--- config.mk ---
export PLATFORM = sky130hd
export DESIGN_NAME = pc_fetch_unit_flat
export DESIGN_NICKNAME = d
export VERILOG_FILES = /design/src/rtl/pc_fetch_unit_if.sv /design/src/rtl/pc_fetch_unit.sv /design/src/flat_wrapper.sv
export SDC_FILE = /design/constraint.sdc
export NUM_CORES = 1
export LEC_CHECK = 0
export CORE_UTILIZATION = 41
export DETAILED_ROUTE_END_ITERATION = 10
export PLACE_DENSITY_LB_ADDON = 0.15
export RECOVER_POWER = 25
export REMOVE_ABC_BUFFERS = 1
export SLEW_MARGIN = 30
export SYNTH_ARGS = -nofsm -noshare
export SYNTH_HDL_FRONTEND = slang
export SYNTH_SLANG_ARGS = --single-unit
--- constraint.sdc ---
create_clock -name clk -period 1.9 [get_ports clk]
set_input_delay 0.285 -clock clk [delete_from_list [all_inputs] [get_ports clk]]
set_output_delay 0.285 -clock clk [all_outputs]
set_load 0.01 [all_outputs]
--- src/rtl/pc_fetch_unit_if.sv ---
// pc_fetch_unit_if: fetch-stage bus bundling the instruction-memory port, pipeline control and IF/ID outputs.
// master (fetch unit): drives imem_addr, id_instr, id_pc, id_valid, halted (and perf_* with FETCH_PERF_CNT_EN);
//   samples imem_instr, stall, redirect_valid, redirect_target.
// slave (memory/decoder/execute side): the mirror image.
interface pc_fetch_unit_if #(
    parameter int ADDR_W = 15
);
    logic [ADDR_W-1:0] imem_addr;
    logic [31:0]       imem_instr;
    logic              stall;
    logic              redirect_valid;
    logic [ADDR_W-1:0] redirect_target;
    logic [31:0]       id_instr;
    logic [ADDR_W-1:0] id_pc;
    logic              id_valid;
    logic              halted;
`ifdef FETCH_PERF_CNT_EN
    logic [31:0]       perf_fetched;
    logic [31:0]       perf_bubbles;
    modport master (
        output imem_addr, id_instr, id_pc, id_valid, halted, perf_fetched, perf_bubbles,
        input  imem_instr, stall, redirect_valid, redirect_target
    );
    modport slave (
        input  imem_addr, id_instr, id_pc, id_valid, halted, perf_fetched, perf_bubbles,
        output imem_instr, stall, redirect_valid, redirect_target
    );
`else
    modport master (
        output imem_addr, id_instr, id_pc, id_valid, halted,
        input  imem_instr, stall, redirect_valid, redirect_target
    );
    modport slave (
        input  imem_addr, id_instr, id_pc, id_valid, halted,
        output imem_instr, stall, redirect_valid, redirect_target
    );
`endif
endinterface

--- src/rtl/pc_fetch_unit.sv ---
// pc_fetch_unit: program counter and fetch stage feeding the IF/ID register, with stall, redirect/flush and halt.
// Ports: clk, rst (async active-high); bus (pc_fetch_unit_if.master):
//   imem_addr = PC register, imem_instr = combinational memory read data,
//   stall / redirect_valid / redirect_target from downstream, id_instr / id_pc / id_valid = IF/ID register,
//   halted = registered HALT indication.
// Optional macro FETCH_PERF_CNT_EN adds bus.perf_fetched and bus.perf_bubbles counters.
module pc_fetch_unit #(
    parameter int               ADDR_W     = 15,
    parameter logic [ADDR_W-1:0] RESET_PC  = '0,
    parameter logic [31:0]      HALT_INSTR = 32'hFFFF_FFFF
) (
    input logic           clk,
    input logic           rst,
    pc_fetch_unit_if.master bus
);
    typedef enum logic [1:0] {BOOT, RUN, HALT} state_t;

    state_t            state;
    logic [ADDR_W-1:0] pc;
    logic [31:0]       id_instr;
    logic [ADDR_W-1:0] id_pc;
    logic              id_valid;
    logic              halted;
    logic              is_halt;
    logic              fetch_en;
    logic              bubble;

    assign is_halt  = bus.imem_instr == HALT_INSTR;
    // redirect beats stall, stall beats halt detection
    assign fetch_en = state == RUN && !bus.redirect_valid && !bus.stall && !is_halt;
    assign bubble   = state == RUN && (bus.redirect_valid || bus.stall);

    assign bus.imem_addr = pc;
    assign bus.id_instr  = id_instr;
    assign bus.id_pc     = id_pc;
    assign bus.id_valid  = id_valid;
    assign bus.halted    = halted;

    always_ff @(posedge clk or posedge rst) begin
        if (rst) begin
            state    <= BOOT;
            pc       <= RESET_PC;
            id_instr <= '0;
            id_pc    <= '0;
            id_valid <= 1'b0;
            halted   <= 1'b0;
        end else begin
            case (state)
                BOOT: begin
                    state <= RUN;
                    if (bus.redirect_valid) pc <= bus.redirect_target;
                end
                RUN: begin
                    if (bus.redirect_valid) begin
                        pc       <= bus.redirect_target;
                        id_valid <= 1'b0;
                    end else if (bus.stall) begin
                        id_valid <= id_valid;
                    end else if (is_halt) begin
                        // the halt word is never issued; pc stays on it
                        id_valid <= 1'b0;
                        halted   <= 1'b1;
                        state    <= HALT;
                    end else begin
                        id_instr <= bus.imem_instr;
                        id_pc    <= pc;
                        id_valid <= 1'b1;
                        pc       <= pc + ADDR_W'(1);
                    end
                end
                HALT: begin
                    // a redirect rescues a halt fetched down a mispredicted path
                    if (bus.redirect_valid) begin
                        pc     <= bus.redirect_target;
                        halted <= 1'b0;
                        state  <= RUN;
                    end
                end
                default: state <= BOOT;
            endcase
        end
    end

`ifdef FETCH_PERF_CNT_EN
    logic [31:0] perf_fetched;
    logic [31:0] perf_bubbles;

    assign bus.perf_fetched = perf_fetched;
    assign bus.perf_bubbles = perf_bubbles;

    always_ff @(posedge clk or posedge rst) begin
        if (rst) begin
            perf_fetched <= '0;
            perf_bubbles <= '0;
        end else begin
            if (fetch_en) perf_fetched <= perf_fetched + 32'd1;
            if (bubble)   perf_bubbles <= perf_bubbles + 32'd1;
        end
    end
`else
    logic unused_flags;
    assign unused_flags = fetch_en ^ bubble;
`endif
endmodule

--- src/flat_wrapper.sv ---
// flat-port wrapper written by rule: the top's interface ports become plain ports
module pc_fetch_unit_flat 
#(
    parameter int               ADDR_W     = 15,
    parameter logic [ADDR_W-1:0] RESET_PC  = '0,
    parameter logic [31:0]      HALT_INSTR = 32'hFFFF_FFFF
)
  (clk, rst, bus_imem_addr, bus_id_instr, bus_id_pc, bus_id_valid, bus_halted, bus_imem_instr, bus_stall, bus_redirect_valid, bus_redirect_target);
  pc_fetch_unit_if #(.ADDR_W(ADDR_W)) bus_i ();
  input logic clk;
  input logic rst;
  output wire logic [$bits(bus_i.imem_addr)-1:0] bus_imem_addr;
  output wire logic [$bits(bus_i.id_instr)-1:0] bus_id_instr;
  output wire logic [$bits(bus_i.id_pc)-1:0] bus_id_pc;
  output wire logic [$bits(bus_i.id_valid)-1:0] bus_id_valid;
  output wire logic [$bits(bus_i.halted)-1:0] bus_halted;
  input wire logic [$bits(bus_i.imem_instr)-1:0] bus_imem_instr;
  input wire logic [$bits(bus_i.stall)-1:0] bus_stall;
  input wire logic [$bits(bus_i.redirect_valid)-1:0] bus_redirect_valid;
  input wire logic [$bits(bus_i.redirect_target)-1:0] bus_redirect_target;
  assign bus_imem_addr = bus_i.imem_addr;
  assign bus_id_instr = bus_i.id_instr;
  assign bus_id_pc = bus_i.id_pc;
  assign bus_id_valid = bus_i.id_valid;
  assign bus_halted = bus_i.halted;
  assign bus_i.imem_instr = bus_imem_instr;
  assign bus_i.stall = bus_stall;
  assign bus_i.redirect_valid = bus_redirect_valid;
  assign bus_i.redirect_target = bus_redirect_target;
  pc_fetch_unit #(.ADDR_W(ADDR_W), .RESET_PC(RESET_PC), .HALT_INSTR(HALT_INSTR)) u_core (.clk(clk), .rst(rst), .bus(bus_i));
endmodule
; ---- After elaboration in Yosys (flattened, before gate mapping)
; Index checks and enable logic that the tools add are counted.
[op_classes]
add_sub_neg = 1
eq_ne = 11
mux = 18
bitwise_logic = 3
reduce_logical = 9
[ops]
columns = operator, n
row1 = $mux W15, 4
row2 = $eq A32 B32 Y1 const B, 1
row3 = $pmux W15 S2, 1
row4 = $add A15 B1 Y15 const B, 1
row5 = $reduce_and A4 Y1, 3
row6 = $mux W2, 4
row7 = $mux W1, 7
row8 = $ne A2 B1 Y1 const B, 3
row9 = $ne A2 B2 Y1 const B, 3
row10 = $ne A3 B3 Y1 const B, 2
row11 = $pmux W2 S3, 1
row12 = $reduce_and A5 Y1, 1
row13 = $reduce_bool A2 Y1, 2
row14 = $not A1 Y1, 3
row15 = $eq A2 B1 Y1 const B, 1
row16 = $eq A2 B2 Y1 const B, 1
row17 = $logic_not A2 Y1, 1
row18 = $pmux W1 S2, 1
row19 = $reduce_and A2 Y1, 1
row20 = $reduce_or A2 Y1, 1
[word_totals]
regBits = 66
elab_cells = 48

; ---- Depth between registers and ports, before layout
; Gate-level depths: netlist of run 1.
[logic_depth]
ltp_word = 5
ltp_mapped = 7

; ---- Least setup slack after synthesis of run 1
; Ideal clock, no wire load.
[synth_path]
path_kind = input to register
start = in bus_redirect_valid
end = reg u_core.id_pc[5] (netlist: u_core.bus.id_pc[5])
arrival_ps = 1767
required_ps = 1772
setup_slack_ps = 5
path_stages = 6
n_path_buf = 3
cell_sequence = clkbuf_1 > nand2b_1 > a2111oi_2 > buf_2 > buf_4 > mux2_1
[synth_via]
elab_chain_cells = 2
[synth_lines]
columns = item, line
row1 = from (decl), flat_wrapper.sv:19  ; input wire logic [$bits(bus_i.redirect_valid)-1:0] bus_redirect_valid;
row2 = $not A1 Y1 (no source line), n/a
row3 = $reduce_and A4 Y1 (no source line), n/a
row4 = to (signal assigned), pc_fetch_unit.sv:66  ; id_pc <= pc;
row5 = to (decl), pc_fetch_unit.sv:21  ; logic [ADDR_W-1:0] id_pc;
; Every way passes these cells.
; A chain may end at the register's enable or synchronous reset.

; ---- Worst setup path in the final report of run 1
[layout_path]
start = reg u_core.pc[7] (netlist: u_core.bus.imem_addr[7])
end = out bus_imem_addr[7]
[layout_rtl]
columns = item, line
row1 = from (decl), pc_fetch_unit.sv:19  ; logic [ADDR_W-1:0] pc;
row2 = from (signal assigned), pc_fetch_unit.sv:51  ; if (bus.redirect_valid) pc <= bus.redirect_target;
row3 = from (signal assigned), pc_fetch_unit.sv:55  ; pc <= bus.redirect_target;
row4 = from (signal assigned), pc_fetch_unit.sv:68  ; pc <= pc + ADDR_W'(1);
row5 = to (decl), flat_wrapper.sv:12  ; output wire logic [$bits(bus_i.imem_addr)-1:0] bus_imem_addr;
; No word-level cell between the ends.

==> summary.md, run 1 <==
| Metric | Value |
|---|---|
| Fraction of final layout cells with drive strength greater than 1 | 24.2% |
| Final setup violation count | 0 |
| Iteration-0 DRC count of the detailed router | between 100 and 150 |
| DRC Markers | 0 |
| Most frequent standard cell in the layout excluding fill and tap cells | clkdlybuf4s50_1 |
| Max-cap viol count | 0 |
| Required @ worst endpoint | 1620 ps |
| Latest clock arrival within the worst-skew pair | between 300 and 400 ps |
| Maximum number of pins on one net before global-route repair | 36 |
| Total power per unit cell area | between 800 and 900 nW/µm² |
| Largest fanout of any net on the critical path | 7 |
| Area growth from synthesis to final layout | 56.6% |
| FMAX | roughly 540 MHz |
| Detailed-router iteration count before antenna repair | 5 |
| Total via count in the routed design | a little over 3000 |
| Share of the yosys chip area belonging to registers | about half |
| Average routed wire per standard cell | ~17 µm |
| Crit path kind | reg2out |
| Initial core utilization | between 40 and 50% |
| Number of antenna repair diodes | 0 |
| Final critical-path required period | ~1800 ps |
| Slew Limit Headroom | a little over 40% |
| Highest-count cells in the layout ignoring fill and taps | clkdlybuf4s50_1 (81), dfrtp_1 (66), buf_4 (48) |
| Post-synth design cell area | about 3300 µm² |
| Die footprint | roughly 8400 µm² |
| Routed Antenna Nets | 0 |
| Core Box Area | roughly 7700 µm² |
| Aggregate global-route resource usage | 24.0% |
| Chip height | 91.4 µm |
| Worst clock skew | 5.91 ps |
| TritonCTS buffer count | 9 |
| Leftover overflow at the end of global routing | 0 |
| Top flip-flop cell by instance count after synthesis | dfrtp_1 |
| Global-route wire length before repair | 15400 µm |
| Initial antenna violation count | 0 |
| Nets | between 400 and 500 |
| Hold crit path type | in2reg |
| Worst-path cell chain | buf_4, clkdlybuf4s50_1 |
| Row count | 32 |
| Final critical-path share of the clock period | a little over nine tenths |
| Root Buffer | clkbuf_8 |
| Half-perimeter wire length after placement | roughly 6500 µm |
| Clock tree from TritonCTS | built |
| Number of slew-limit violations in the final report | 0 |
| Number of enable-type register cells in the synthesized netlist | 0 |
| Data arrival, critical path | between 1500 and 2000 ps |
| #FFs+latches synth | 66 |
| Total wirelength of the detailed-routed design | approximately 9200 µm |
| Unrepaired setup endpoints after global routing | no |
| Chip width | between 90 and 100 µm |
| Static leakage | ~0.0022 µW |
| TritonCTS Sinks | 66 |
| Max stage delay cell, worst path | clkdlybuf4s50_1 |
| Average cell area after synthesis | 11.3 µm² |
| Delay of the slowest critical-path stage | approximately 530 ps |
| Number of library cell types mapped by synthesis | 53 |
| Actual transition at the worst max-transition pin | roughly 900 ps |
| Final Hold Viols | 0 |
| Maximum buffer depth of the clock tree | 2 |
| Gate Count Post-Synth | 289 |
| # port buffers | 114 |
| IO Pins | between 100 and 150 |
| Via count of the first global-routing pass | just over 3000 |
| Clock edge transition at the registers on the reported setup and hold paths | about 70 ps |
| Count of synthesis-stage warnings from yosys | 0 |
| Startpoint class of the critical path | register |
| Final WS setup | approximately 54 ps |
| Minimum setup slack after placement | -517 ps |
| Sum of negative setup slack | 0 ps |
| Vias per inst | ~5.5 |
| Fraction of registers with async set/reset | 100% |
| GP Congestion | about 0.85 |
| H-Tree Depth | 3 |
| Number of buffers inserted by hold repair at cts | 0 |
| Worst IR drop on VDD | ~0.00047 V |
| Outcome | complete, no violations |
| Critical path endpoint category | output port |
==> cells in the mapped netlist (6+ instances only) <==
master / count / area [µm²]
clkbuf_1: 12 / 45.0
a21oi_1: 8 / 40.0
nand2_1: 17 / 63.8
nand4_1: 17 / 106
dfrtp_1: 66 / 1650
mux2_1: 19 / 214
nor4_1: 6 / 37.5
nor2_1: 8 / 30.0
mux2_2: 29 / 327
o21ai_0: 14 / 70.1
==> power breakdown <==
| group | leakage [µW] | total [µW] | switching, µW | internal, µW |
|---|---|---|---|---|
| combinational | 0.00133 | 1340 | 557 | 785 |
| clock | 0.000109 | 1320 | 552 | 770 |
| sequential | 0.000777 | 1780 | 144 | 1640 |
| total | 0.00221 | 4450 | 1250 | 3190 |
==> through the flow <==
step	utilization, %	total power (µW)	instances	instance area (µm²)	hold slack (ps)
after floorplan	-	2320	267	3180	341
final	66.4	4450	552	5130	199
after global placement	62.0	3110	525	4790	468
after detailed placement	62.0	3140	525	4790	476
after CTS	66.0	4480	551	5100	294
after global routing	66.4	4680	552	5130	181
==> cells by family after synthesis <==
| logic type | after synthesis | synth area share, % |
|---|---|---|
| muxes | 49 | 16.8 |
| DFF | 66 | 50.4 |
| AOI/OAI and AO/OA | 61 | 13.3 |
| and+or+nand+nor | 85 | 15.5 |
| adders and majority gates | 1 | 0.382 |
| buffers and inverters | 27 | 3.55 |
==> repair_timing <==
item | in CTS | in global routing
resized for setup | 29 | 9
cloned | 2 | 0
setup endpoints to repair | 38 | 42
pin swaps | 12 | 5
setup buffers | 8 | 1
==> path summary, 6_finish.rpt <==
kind	start	to	slack, ps	cells after the start
setup / recovery	u_core.bus.imem_addr[7]	bus_imem_addr[7]	50	2
hold / removal	bus_imem_instr[1]	u_core.bus.id_instr[1]	200	2
setup reg to reg	u_core.bus.imem_addr[1]	u_core.bus.imem_addr[13]	160	4
hold reg to reg	u_core.bus.id_pc[3]	u_core.bus.id_pc[3]	490	1
max in group asynchronous	rst	u_core.bus.id_instr[20]	690	3
min in group asynchronous	rst	u_core.bus.id_pc[8]	610	3
==> state kept, by name, summed over array words and instances, names as in the netlist <==
name                  cells
u_core.bus.id_instr      32
u_core.bus.id_pc         15
u_core.bus.imem_addr     15
u_core.state              2
u_core.bus.halted         1
u_core.bus.id_valid       1
==> metal layers <==
layer	up-vias	GRT usage [%]	part of all wire, %	wire length, µm
met5	-	0	0	0
met4	0	8.20	1.5	139
met3	13	8.04	8.1	749
met2	131	37.3	48	4390
met1	1473	31.2	43	3950
li1	1409	-	-	-
==> worst max-delay path, delay by kind of cell, from the launching register on <==
family                 cells  cell delay (ps)
flip-flops                 1              490
buffers and inverters      2              730
==> layout make-up <==
| cell class | instances | area, µm² |
|---|---|---|
| clock buffers | 11 | 141 |
| inverters | 5 | 18.8 |
| clock inverters | 5 | 77.6 |
| flip-flops and latches | 66 | 1650 |
| well taps | 102 | 128 |
| repair buffers | 167 | 1570 |
| fillers | 627 | 2600 |
| multi-input cells | 196 | 1550 |
(Power assumes the default switching activity.)
==> run 2, diff against run 1 <==
--- a/config.mk
+++ b/config.mk
@@ -5,8 +5,9 @@
 export SDC_FILE = /design/constraint.sdc
 export NUM_CORES = 1
 export LEC_CHECK = 0
-export CORE_UTILIZATION = 41
+export CORE_UTILIZATION = 46
 export DETAILED_ROUTE_END_ITERATION = 10
+export DONT_BUFFER_PORTS = 1
 export PLACE_DENSITY_LB_ADDON = 0.15
 export RECOVER_POWER = 25
 export REMOVE_ABC_BUFFERS = 1
==> run 2 against run 1 <==
Global-route usage is 1.0 points lower. Sequential power rose by 7%. Critical path depth grew 2. Count of clock-buffer cells in the layout down 1. Critical path type is now reg2reg.
==> summary.md, run 2 (same netlist as run 1, synthesis figures left out) <==
| Metric | Value |
|---|---|
| Outcome | complete, no violations |
| TritonCTS Sinks | between 60 and 70 |
| Overall Power | 3870 µW |
| Nets | between 300 and 400 |
| Hold crit path type | in2reg |
| Post-route cell area | approximately 3800 µm² |
| FMAX | roughly 570 MHz |
| Total wirelength of the detailed-routed design | approximately 8000 µm |
| Worst-path cell chain | nand4_1, or4_1, a211o_1, o211ai_1 |
| Startpoint class of the critical path | register |
| Reg2reg end | u_core.bus.imem_addr[13] |
| Max reg flops | 32 |
| Half-perimeter wire length after placement | 5840 µm |
| Data arrival, critical path | between 2000 and 2500 ps |
| Combinational share of power | around 17% |
| Clock tree from TritonCTS | built |
| Slew Limit Headroom | just under 50% |
| Highest-count cells in the layout ignoring fill and taps | dfrtp_1 (66), buf_4 (33), mux2_2 (29) |
| Cell depth of the worst hold path | 1 |
| Area growth from synthesis to final layout | 17.3% |
| H-Tree Depth | 3 |
| Unrepaired setup endpoints after global routing | no |
| Required @ worst endpoint | approximately 2200 ps |
| Leftover overflow at the end of global routing | 0 |
| Destination of the worst hold path | u_core.bus.halted |
| TritonCTS buffer count | 9 |
| Final critical-path required period | 1740 ps |
| Number of antenna repair diodes | 0 |
| Core Box Area | 6830 µm² |
| Final WS setup | around 160 ps |
| Crit path kind | reg2reg |
| Chip width | a little under 90 µm |
| Detailed-router iteration count before antenna repair | 5 |
| Aggregate global-route resource usage | a little under a quarter |
| Die footprint | around 7500 µm² |
| # port buffers | 0 |
| Critical path endpoint category | register |
| Vias per inst | ~6 |
| Actual transition at the worst max-transition pin | between 700 and 800 ps |
| Row count | 30 |
| Total via count in the routed design | ~2500 |
| Sw frac | a little under a third |
| Standard cell area after detailed placement | around 3600 µm² |
| Delay of the slowest critical-path stage | between 600 and 700 ps |
| Routed Antenna Nets | 0 |
| Final hold slack | slightly below 50 ps |
| Final Hold Viols | 0 |
| Fraction of final layout cells with drive strength greater than 1 | 26.9% |
| Maximum buffer depth of the clock tree | 2 |
| Worst R2R Path Depth | 4 |
| Register bank with the most flops | u_core.bus.id_instr |
| GP Congestion | 0.861 |
| Average routed wire per standard cell | slightly below 20 µm |
| Initial antenna violation count | 0 |
| Post-CTS Setup Bufs | 0 |
| Max stage delay cell, worst path | or4_1 |
| Sum of negative setup slack | 0 ps |
| Sw Pwr | roughly 1200 µW |
| Via count of the first global-routing pass | 2532 |
| Internal power of the cells | 2700 µW |
| Sequential Power Share | between 40 and 50% |
| Source of the worst register-to-register timing path | u_core.bus.imem_addr[0] |
| Global-route wire length before repair | 13000 µm |
| Start point of the worst hold path | bus_redirect_valid |
| Final setup violation count | 0 |
| Chip height | 86.4 µm |
| DRC Markers | 0 |
| Largest fanout of any net on the critical path | 5 |
| Root Buffer | clkbuf_8 |
| Category of cells accounting for the largest share of critical-path delay | simple AND/OR/NAND/NOR gates |
| IO Pins | between 100 and 150 |
| Initial core utilization | roughly 48% |
| Minimum setup slack after placement | around 40 ps |
| Maximum number of pins on one net before global-route repair | 49 |
| Worst clock skew | ~7 ps |
| Static leakage | between 0.0015 and 0.002 µW |
| Most frequent standard cell in the layout excluding fill and tap cells | dfrtp_1 |
| Iteration-0 DRC count of the detailed router | 178 |
| Proportion of power drawn by the clock network | 33.8% |
| Worst IR drop on VDD | just over 0.0007 V |
| Number of slew-limit violations in the final report | 0 |
| Max-cap viol count | 0 |
| Total power per unit cell area | 1010 nW/µm² |
| Clock edge transition at the registers on the reported setup and hold paths | ~80 ps |
| Worst R2R Setup Slack | 160 ps |
| Total buffers and inverters traversed by the critical path | 0 |
| Latest clock arrival within the worst-skew pair | between 300 and 400 ps |
| Final critical-path share of the clock period | between 90% and 100% |
-- run 2: cell types whose count changed in the layout (fill, tap and decap cells not counted), sizes merged --
cell | previous run | this run
inv | 5 | 6
buf | 50 | 35
dlymetal6s2s | 8 | 0
bufbuf | 1 | 0
dlygate4sd3 | 1 | 2
clkbuf | 13 | 10
dlygate4sd2 | 24 | 0
clkdlybuf4s50 | 81 | 0
-- run 2: layer usage --
metal / track usage [%] / routed length (µm)
met1: 30.4 / 3460
met2: 35.2 / 3810
met3: 7.14 / 815
met4: 9.24 / 112
met5: 0 / 0
-- run 2: worst max-delay path by stage --
stage                                  startpoint                        to  depth (start not counted)  slack (ps)
after floorplan                   u_core.state[0]   u_core.bus.id_instr[10]                          3       -2570
after global placement         bus_imem_instr[13]         u_core.bus.halted                          4          50
after detailed placement       bus_imem_instr[13]           u_core.state[1]                          4          40
after CTS                         u_core.state[0]   u_core.bus.id_instr[21]                          4         140
after global routing      u_core.bus.imem_addr[1]  u_core.bus.imem_addr[10]                          5          50
final                     u_core.bus.imem_addr[0]  u_core.bus.imem_addr[13]                          4         160
-- run 2: power by group through the flow --
| stage | clock network [µW] | registers, µW | logic, µW |
|---|---|---|---|
| 6_report | 1310 | 1910 | 654 |
| 5_1_grt | 1400 | 1940 | 718 |
| 4_1_cts | 1330 | 1910 | 657 |
| 2_1_floorplan | 0 | 1940 | 375 |
| 3_5_place_dp | 0 | 1930 | 652 |
| 3_3_place_gp | 0 | 1930 | 635 |
-- run 2: what timing repair did --
item                                    CTS  global route
hold endpoints to repair                 19             0
endpoints found under the setup margin    0             1
hold buffers                              2             0
gates resized for setup                   0             1
-- run 2: stage by stage --
step,cells,util [%]
2_1_floorplan,267,-
3_3_place_gp,398,52.7
3_5_place_dp,398,52.7
4_1_cts,416,56.2
5_1_grt,416,56.3
6_report,416,56.3
-- run 2: final cells by class --
| cell class | count | area, µm² |
|---|---|---|
| inverter | 5 | 18.8 |
| multi-input combinational | 196 | 1530 |
| timing repair buffer | 37 | 308 |
| clock buffer | 10 | 128 |
| clock inverter | 6 | 90.1 |
| sequential | 66 | 1650 |
| fill | 617 | 2990 |
| tap | 96 | 120 |
